**src/rtl/macguffin_pkg.sv**
```systemverilog
// MacGuffin shared definitions: default sizes, word-slice positions, S-box tables with their
// input-bit selections, and the round-core state type.
package macguffin_pkg;

   localparam int unsigned DefBlockSize = 64;
   localparam int unsigned DefRoundNum  = 32;
   localparam int unsigned WordW        = DefBlockSize / 4;
   localparam int unsigned KeyW         = 3 * WordW;
   localparam int unsigned NumSbox      = 8;

   // Word positions inside a block: a is the most significant word.
   localparam int unsigned WordALsb = 3 * WordW;
   localparam int unsigned WordBLsb = 2 * WordW;
   localparam int unsigned WordCLsb = 1 * WordW;
   localparam int unsigned WordDLsb = 0;

   // Input bits per S-box: entries 0,1 index b, 2,3 index c, 4,5 index d.
   localparam int unsigned SboxSel [NumSbox][6] = '{
      '{2, 5, 6, 9, 11, 13}, '{1, 4, 7, 10, 8, 14}, '{3, 6, 8, 13, 0, 15},
      '{12, 14, 1, 2, 4, 10}, '{0, 10, 3, 14, 6, 12}, '{7, 8, 12, 15, 1, 5},
      '{9, 15, 5, 11, 2, 7}, '{11, 13, 0, 4, 3, 9}
   };

   // DES S-boxes, row-major (entry = row*16 + col), entry 0 in the top nibble.
   localparam logic [255:0] SboxTable [NumSbox] = '{
      256'hE4D12FB83A6C59070F74E2D1A6CB953841E8D62BFC973A50FC8249175B3EA06D,
      256'hF18E6B3497D2C05A3D47F28EC01A69B50E7BA4D158C6932FD8A13F42B67C05E9,
      256'hA09E63F51DC7B428D70934A6285ECBF1D6498F30B12C5AE71AD069874FE3B52C,
      256'h7DE3069A1285BC4FD8B56F03472C1AE9A690CB7DF13E52843F06A1D8945BC72E,
      256'h2C417AB6853FD0E9EB2C47D150FA3986421BAD78F9C5630EB8C71E2D6F09A453,
      256'hC1AF92680D34E75BAF427C9561DE0B389EF528C3704A1DB6432C95FABE17608D,
      256'h4B2EF08D3C975A61D0B7491AE35C2F8614BDC37EAF6805926BD814A7950FE23C,
      256'hD2846FB1A93E50C71FD8A374C56B0E927B419CE206ADF35821E74A8DFC90356B
   };

   typedef enum logic [1:0] {
      StIdle,
      StRun,
      StDone
   } state_e;

endpackage

```
**src/rtl/macguffin_f.sv**
```systemverilog
// MacGuffin round function F. Purely combinational.
//   b_i, c_i, d_i : the three source words
//   k_i           : 48-bit round key, applied as {b,c,d} ^ k
//   f_o           : 16-bit result, S-box i drives bits [2i+1:2i]
module macguffin_f
   import macguffin_pkg::*;
(
   input  logic [WordW-1:0] b_i,
   input  logic [WordW-1:0] c_i,
   input  logic [WordW-1:0] d_i,
   input  logic [KeyW-1:0]  k_i,
   output logic [WordW-1:0] f_o
);

   logic [WordW-1:0] xb, xc, xd;

   assign xb = b_i ^ k_i[2*WordW +: WordW];
   assign xc = c_i ^ k_i[WordW +: WordW];
   assign xd = d_i ^ k_i[0 +: WordW];

   for (genvar i = 0; i < NumSbox; i++) begin : g_sbox
      logic [5:0] idx;
      logic [3:0] nib;
      // DES addressing: row = {x5,x0}, col = x4..x1, so idx = {x5,x0,x4,x3,x2,x1}.
      assign idx = {xb[SboxSel[i][0]], xd[SboxSel[i][5]], xb[SboxSel[i][1]],
                    xc[SboxSel[i][2]], xc[SboxSel[i][3]], xd[SboxSel[i][4]]};
      assign nib = SboxTable[i][(63 - int'(idx)) * 4 +: 4];
      // Only the two outer output bits of each DES S-box are kept.
      assign f_o[2*i +: 2] = {nib[3], nib[0]};
   end

endmodule

```
**src/rtl/macguffin_round_core.sv**
```systemverilog
// Iterative MacGuffin round core, one round per clock, AXI-Stream in and out.
//   clk, rst_n            : clock, synchronous active-low reset
//   s_axis_*              : input block, tuser 0 = encrypt / 1 = decrypt
//   m_axis_*              : output block, held until accepted
//   round_keys            : round-key array, must be stable while busy
//   busy                  : high in RUN and DONE
module macguffin_round_core
   import macguffin_pkg::*;
#(
   parameter int unsigned RoundNum  = DefRoundNum,
   parameter int unsigned BlockSize = DefBlockSize
) (
   input  logic                               clk,
   input  logic                               rst_n,
   input  logic [BlockSize-1:0]               s_axis_tdata,
   input  logic                               s_axis_tuser,
   input  logic                               s_axis_tvalid,
   output logic                               s_axis_tready,
   output logic [BlockSize-1:0]               m_axis_tdata,
   output logic                               m_axis_tvalid,
   input  logic                               m_axis_tready,
   input  logic [RoundNum-1:0][KeyW-1:0]      round_keys,
   output logic                               busy
);

   localparam int unsigned CntW = $clog2(RoundNum);

   state_e               state_q, state_d;
   logic [BlockSize-1:0] data_q, data_d;
   logic                 mode_q, mode_d;
   logic [CntW-1:0]      cnt_q, cnt_d;
   logic [CntW-1:0]      key_idx;
   logic [KeyW-1:0]      key;
   logic [WordW-1:0]     wa, wb, wc, wd;
   logic [WordW-1:0]     fb, fc, fd, f_res;

   assign wa = data_q[WordALsb +: WordW];
   assign wb = data_q[WordBLsb +: WordW];
   assign wc = data_q[WordCLsb +: WordW];
   assign wd = data_q[WordDLsb +: WordW];

   // Decrypt rotates before applying F, so F sees the pre-rotation a,b,c.
   assign fb = mode_q ? wa : wb;
   assign fc = mode_q ? wb : wc;
   assign fd = mode_q ? wc : wd;

   assign key_idx = mode_q ? (CntW'(RoundNum - 1) - cnt_q) : cnt_q;
   assign key     = round_keys[key_idx];

   macguffin_f u_f (
      .b_i (fb),
      .c_i (fc),
      .d_i (fd),
      .k_i (key),
      .f_o (f_res)
   );

   always_comb begin
      state_d = state_q;
      data_d  = data_q;
      mode_d  = mode_q;
      cnt_d   = cnt_q;
      unique case (state_q)
         StIdle: begin
            if (s_axis_tvalid) begin
               data_d  = s_axis_tdata;
               mode_d  = s_axis_tuser;
               cnt_d   = '0;
               state_d = StRun;
            end
         end
         StRun: begin
            data_d = mode_q ? {wd ^ f_res, wa, wb, wc} : {wb, wc, wd, wa ^ f_res};
            cnt_d  = cnt_q + 1'b1;
            if (cnt_q == CntW'(RoundNum - 1)) begin
               state_d = StDone;
            end
         end
         StDone: begin
            if (m_axis_tready) begin
               state_d = StIdle;
            end
         end
         default: state_d = StIdle;
      endcase
   end

   always_ff @(posedge clk) begin
      if (!rst_n) begin
         state_q <= StIdle;
         data_q  <= '0;
         mode_q  <= 1'b0;
         cnt_q   <= '0;
      end else begin
         state_q <= state_d;
         data_q  <= data_d;
         mode_q  <= mode_d;
         cnt_q   <= cnt_d;
      end
   end

   // All handshake outputs decode the state register only.
   assign s_axis_tready = (state_q == StIdle);
   assign m_axis_tvalid = (state_q == StDone);
   assign m_axis_tdata  = m_axis_tvalid ? data_q : '0;
   assign busy          = (state_q != StIdle);

endmodule

```
**config.mk**
```make
export PLATFORM = sky130hd
export DESIGN_NAME = macguffin_round_core
export DESIGN_NICKNAME = d
export VERILOG_FILES = /design/src/rtl/macguffin_pkg.sv /design/src/rtl/macguffin_f.sv /design/src/rtl/macguffin_round_core.sv
export SDC_FILE = /design/constraint.sdc
export NUM_CORES = 2
export LEC_CHECK = 0
export ABC_AREA = 0
export CAP_MARGIN = 20
export CORE_AREA = 4 4 641 643
export DETAILED_ROUTE_END_ITERATION = 12
export DIE_AREA = 0 0 645 647
export HOLD_SLACK_MARGIN = 0.1
export MAX_ROUTING_LAYER = met4
export PLACE_DENSITY = 0.3
export SLEW_MARGIN = 20
export SYNTH_ARGS = -nofsm -noshare
export SYNTH_HDL_FRONTEND = slang
export SYNTH_SLANG_ARGS = --single-unit
export TNS_END_PERCENT = 20
```
**constraint.sdc**
```tcl
create_clock -name clk -period 12.15 [get_ports clk]
set_clock_uncertainty 0.2 [all_clocks]
set_input_delay 1.215 -clock clk [delete_from_list [all_inputs] [get_ports clk]]
set_output_delay 1.215 -clock clk [all_outputs]
set_load 0.1 [all_outputs]
```
Word-level counts from Yosys, hierarchy flattened
Cells that the tools add are included.
Word-level totals
  flip-flop bits (word level): 72
  bits in latches: 0
  bits in writable memories: 0
  ROM bits: 0
  bits of input ports: 1605
  output and inout port bits: 67
  word-level logic and storage cells: 56
  memories: 0
Cells by class
  $add $sub $neg: 10
  multiply operators: 0
  div/mod/pow operators: 0
  magnitude comparators: 1
  equal/unequal tests: 6
  shift operators: 8
  multiplexer cells: 16
  bitwise logic cells: 5
  reductions and logical operators: 6
Operators by type and width (count)
  $shiftx A256 B32 Y4 const A: 8
  $bmux W48 S5: 1
  $mux W64: 3
  $pmux W64 S2: 1
  $xor A16 B16 Y16: 5
  $sub A6 B6 Y7 const A: 8
  $mux W16: 3
  $mux W48: 1
  $mux W5: 2
  $pmux W5 S2: 1
  $lt A5 B6 Y1 const B: 1
  $mux W2: 3
  $pmux W2 S3: 1
  $add A5 B1 Y5 const B: 1
  $eq A5 B5 Y1 const B: 1
  $sub A5 B5 Y5 const A: 1
  $ne A2 B2 Y1 const B: 2
  $reduce_and A2 Y1: 2
  $reduce_bool A2 Y1: 2
  $reduce_and A3 Y1: 1
  $eq A2 B1 Y1 const B: 1
  $eq A2 B2 Y1 const B: 1
  $logic_not A2 Y1: 1
  $ne A2 B1 Y1 const B: 1

Longest topological paths before layout
  depth in word-level cells: 10
  gate-level depth with buffers: 24
  gate-level depth less buffers: 16

By module
From an unflattened synthesis, not the netlist that was laid out.
Second synthesis, totals
  cell total of the unflattened synthesis: 3759
  area total of the unflattened synthesis: 33392.0 µm²
Modules (own cells, without submodules)
  macguffin_round_core: times used 1, cells an instance 3350, area each 30265.3 µm²
  macguffin_f: times used 1, cells an instance 409, area each 3126.7 µm²

Worst setup path before layout
OpenSTA, ideal clock, no wires.
  path kind: flip-flop to flip-flop
  start point: register cnt_q[0]
  end point: register data_q[11]
  library setup time: 0.122 ns
  data arrival time: 4.444 ns
  slack: 7.385 ns
  cell stages (with the launch flop): 20
  buffers on the path: 6
  clock period less this slack: 4.765 ns
  path through: dfxtp_1 -> buf_6 -> buf_12 -> buf_12 -> buf_6 -> buf_4 -> buf_6 -> mux4_2 -> mux4_2 -> o22ai_1 -> nor2_1 -> xor2_1 -> inv_1 -> ha_1 -> mux4_2 -> nor2_1 -> a211oi_1 -> o21ai_2 -> xnor2_1 -> a221o_1
On the way
  word-level cells in the longest chain between the ends: 10
  elaborated cells on any way between the ends: 12
RTL lines
  start: declaration: RTL line macguffin_round_core.sv:31  | logic [CntW-1:0] cnt_q, cnt_d;
  start signal: assignment: RTL line macguffin_round_core.sv:98  | cnt_q <= cnt_d;
  $sub A5 B5 Y5: RTL line macguffin_round_core.sv:47  | assign key_idx = mode_q ? (CntW'(RoundNum - 1) - cnt_q) : cnt_q;
  $mux W5 (*): RTL line macguffin_round_core.sv:47
  $bmux W48 S5 (*): RTL line macguffin_round_core.sv:48  | assign key = round_keys[key_idx];
  $mux W48 (implied by the code) (*): RTL line macguffin_round_core.sv:48
  $xor A16 B16 Y16, on equally long branches: RTL line macguffin_f.sv:19, macguffin_f.sv:17, macguffin_f.sv:18
  $sub A6 B6 Y7 (*): RTL line macguffin_f.sv:27  | assign nib = SboxTable[i][(63 - int'(idx)) * 4 +: 4];
  $shiftx A256 B32 Y4 (*): RTL line macguffin_f.sv:27
  $xor A16 B16 Y16 (*): RTL line macguffin_round_core.sv:73  | data_d = mode_q ? {wd ^ f_res, wa, wb, wc} : {wb, wc, wd, wa ^ f_res};
  $mux W64 (*): RTL line macguffin_round_core.sv:73
  $pmux W64 S2 (*): RTL line macguffin_round_core.sv:63  | unique case (state_q)
  end signal: assignment: RTL line macguffin_round_core.sv:96  | data_q <= data_d;
  end: declaration: RTL line macguffin_round_core.sv:29  | logic [BlockSize-1:0] data_q, data_d;
Mark *: on every way between the ends. The rest lies on a longest branch, timed or not. The select of a mux whose other input is x is not followed.
A chain may end at the register's enable or synchronous reset.

Final worst setup path
  start point: register cnt_q[0]
  end point: register data_q[48]
The elaborated chain is that of the path after synthesis.

==> run_results.csv <==
group,metric,value,unit
synth,syn-mean-instance-area,10.7,sq um
timing,finalMaxSlewViolations,0,
clocking,post_cts_resized,0,
synth,synthAdderAreaFrac,0.0161,
route,drt-pass1-iter-count,7,
hold_path,hp-class,"flip-flop to flip-flop",
run_status,status,"complete, no violations",
clocking,post-cts-setup-buffers,0,
setup_path,crit_slowest_cell,"a32oi_1",
synth,synth-edff-count,0,
synth,syn-instance-count,2897,
clocking,cts_tree,"built",
timing,fin_tns_setup,0,ns
timing,final-setup-viol-count,0,
synth,synth_top_family_by_area,"multiplexers",
global_route,grt_max_degree,137,
setup_path,critPathMaxStageDelay,1.19,ns
floorplan,io_pins,1672,
clocking,clk_latency,0.39,ns
clocking,clock-sinks,72,
synth,synthXorXnorAreaFrac,0.0326,
finish,fill_cells,46039,
route,dr_total_vias,37925,
synth,async_flop_share,0,
route,postRouteAntennaNets,0,
route,drc,0,
floorplan,die_h,647,microns
route,drt_iter0_markers,3298,
setup_path,cp_max_fo,85,
clocking,htree_levels,3,
floorplan,dieArea,417000,sq um
timing,tightest_slew,1.35,ns
clocking,clockBufferDepth,2,
timing,rsz0062_at_grt,"no",
global_route,overflow,0,
setup_path,cp_common_cell,"buf_12",
global_route,grt_use_total,0.189,
global_route,grt_first_pass_wirelength,489000,microns
clocking,cts_hold_buf,0,
setup_path,cp-start-kind,"flip-flop",
timing,max_freq,138,MHz
timing,layout_setup_ws,4.91,ns
floorplan,die_w,645,microns
placement,placement.io_buffers,1671,
timing,holdWs,0.283,ns
clocking,cts.clk_slew.worst_paths,0.08,ns
placement,gp_congestion,0.888,
floorplan,core-area,405000,sq um
setup_path,arrival,7.31,ns
finish,syn2layout_area_growth,76.2,%
floorplan,initial_core_util,0.0763,
placement,dp_slack,4.86,ns
finish,finalInstanceArea,54500,sq um
clocking,root_buffer,"clkbuf_16",
global_route,antenna_found_initial,338,
placement,placed_cells,9801,
global_route,first_global_vias,37381,
setup_path,cp.required,12.23,ns
flow_run,cap_violations,0,
finish,final_cells,9977,
timing,hold_viol,0,
synth,synth-compound-area-share,0.130,
finish,final_core_util,0.134,
synth,ys_seq_area_frac,0.0466,
power,vdd_ir_drop_max,51.6,uV
synth,synthMuxAreaShare,0.578,
placement,hpwl,358000,microns
route,avgRoutedWirePerCell,40.4,microns
finish,fin_nets,6028,
setup_path,end_kind,"flip-flop",
placement,placed_area,53700,sq um
synth,synth-seq-cells,72,
power,powerDensity,66.8,nW/um^2
route,viasPerCell,3.80,
synth,synth_fp_nets,4541,
timing,finalCriticalPeriod,7.24,ns
route,wirelength,403000,microns
finish,drive_above_1_share,0.226,
timing,post-route-period-util,0.596,
synth,ys_types,93,
floorplan,rows,234,
power,finalPower,3.64,mW
timing,relSlewSlack,0.0998,
power,power.leakage,16.3,nW
synth,synth-simple-area-share,0.123,
clocking,numCtsBuffers,9,
synth,synth_warnings,0,
synth,synth_flop_cell,"dfxtp_1",
setup_path,worst-setup-path-type,"flip-flop to flip-flop",
setup_path,path_cells,"buf_12 > buf_12 > or3b_2 > o22ai_1 > o21ai_0 > a32oi_1 > or3_1 > xor2_2 > mux2i_1 > mux2_2 > o32ai_2 > a221oi_2 > nor3_1 > a211o_1",
synth,syn_area,30900,sq um
## power by group
group / switching (mW) / leakage [nW] / internal, mW
Sequential: 0.0860 / 0.599 / 0.265
Clock: 0.142 / 0.163 / 0.183
Combinational: 1.58 / 15.6 / 1.39
## routing by layer
| metal | vias up | global-route usage | share of wire |
|---|---|---|---|
| li1 | 15332 | - | - |
| met1 | 20184 | 0.240 | 0.44 |
| met2 | 2118 | 0.317 | 0.48 |
| met3 | 291 | 0.0474 | 0.070 |
| met4 | 0 | 0.0109 | 0.0097 |
| met5 | - | - | 0 |
## worst max-delay path: cells and delay by family (launching register included)
family | cells | cell delay [ns]
DFF | 1 | 0.49
muxes | 2 | 0.60
and+or+nand+nor | 3 | 1.13
xor gates and xnor gates | 1 | 0.82
AOI/OAI and AO/OA | 6 | 2.49
buffers and inverters | 2 | 0.98
## cell families after synthesis
family	after synthesis
adder cells (fa/ha/maj)	40
buffers and inverters	379
flip-flops	72
AO/OA/AOI/OAI	580
multiplexers	931
AND/OR/NAND/NOR	788
XOR/XNOR	107
## state kept, by name, summed over array words and instances (netlist names)
name,cells
cnt_q,5
state_q,2
data_q,64
mode_q,1
## cell usage after synthesis, types with 59 or more instances
master,number,share of area
xnor2_1,59,0.017
mux4_2,638,0.46
a22oi_1,92,0.022
nand3_1,91,0.015
nor2_1,113,0.014
a21oi_1,69,0.011
o22ai_1,110,0.022
nand2_1,299,0.036
and2_1,76,0.015
o21ai_0,78,0.013
buf_4,60,0.015
dfxtp_1,72,0.047
mux2i_1,225,0.073
buf_2,83,0.013
clkbuf_1,116,0.014
## area by class of cell
cell class,count,area (sq um),area share
multi-input cells,2446,27600,0.506
flip-flops and latches,72,1460,0.0268
clock inverters,7,103,0.00188
repair buffers,1808,17700,0.326
clock buffers,9,225,0.00414
inverters,47,185,0.00340
diodes,160,400,0.00735
well taps,5428,6790,0.125
## final timing paths
path | slack (ns) | depth (start not counted) | from | to
max | 4.91 | 14 | cnt_q[0] | data_q[48]
min | 0.28 | 2 | data_q[43] | data_q[43]
max reg2reg | 4.91 | 14 | cnt_q[0] | data_q[48]
min reg2reg | 0.28 | 2 | data_q[43] | data_q[43]
## placed cells by master, fill, tap and decap left out, types with 9 or more instances in the layout
cell type	netlist	routed
a21oi_1	69	69
nor4_2	2	10
mux2i_1	225	225
nor2b_1	32	28
a32oi_1	23	23
xor2_1	40	36
a31oi_1	43	42
a22oi_1	92	92
mux2_2	36	36
clkbuf_16	0	9
ha_1	39	39
mux4_1	30	30
a221oi_1	19	18
xnor2_1	59	55
and3_1	15	15
clkdlybuf4s50_1	0	1606
o211ai_1	20	20
dfxtp_1	72	66
and2_1	76	74
o21ai_0	78	77
buf_4	60	185
mux4_2	638	638
diode_2	0	160
a211oi_1	16	14
a22o_1	12	12
or3_1	11	10
nand2_1	299	295
nor2_1	113	102
inv_1	41	39
a211o_1	11	11
nand2b_1	11	10
a311oi_1	12	12
nor3_1	46	43
nand3b_1	10	10
o22ai_1	110	109
nand3_1	91	90
xnor2_2	5	9
nand4_1	30	30
buf_12	11	11
No activity file was read; power rests on OpenSTA's default activity.
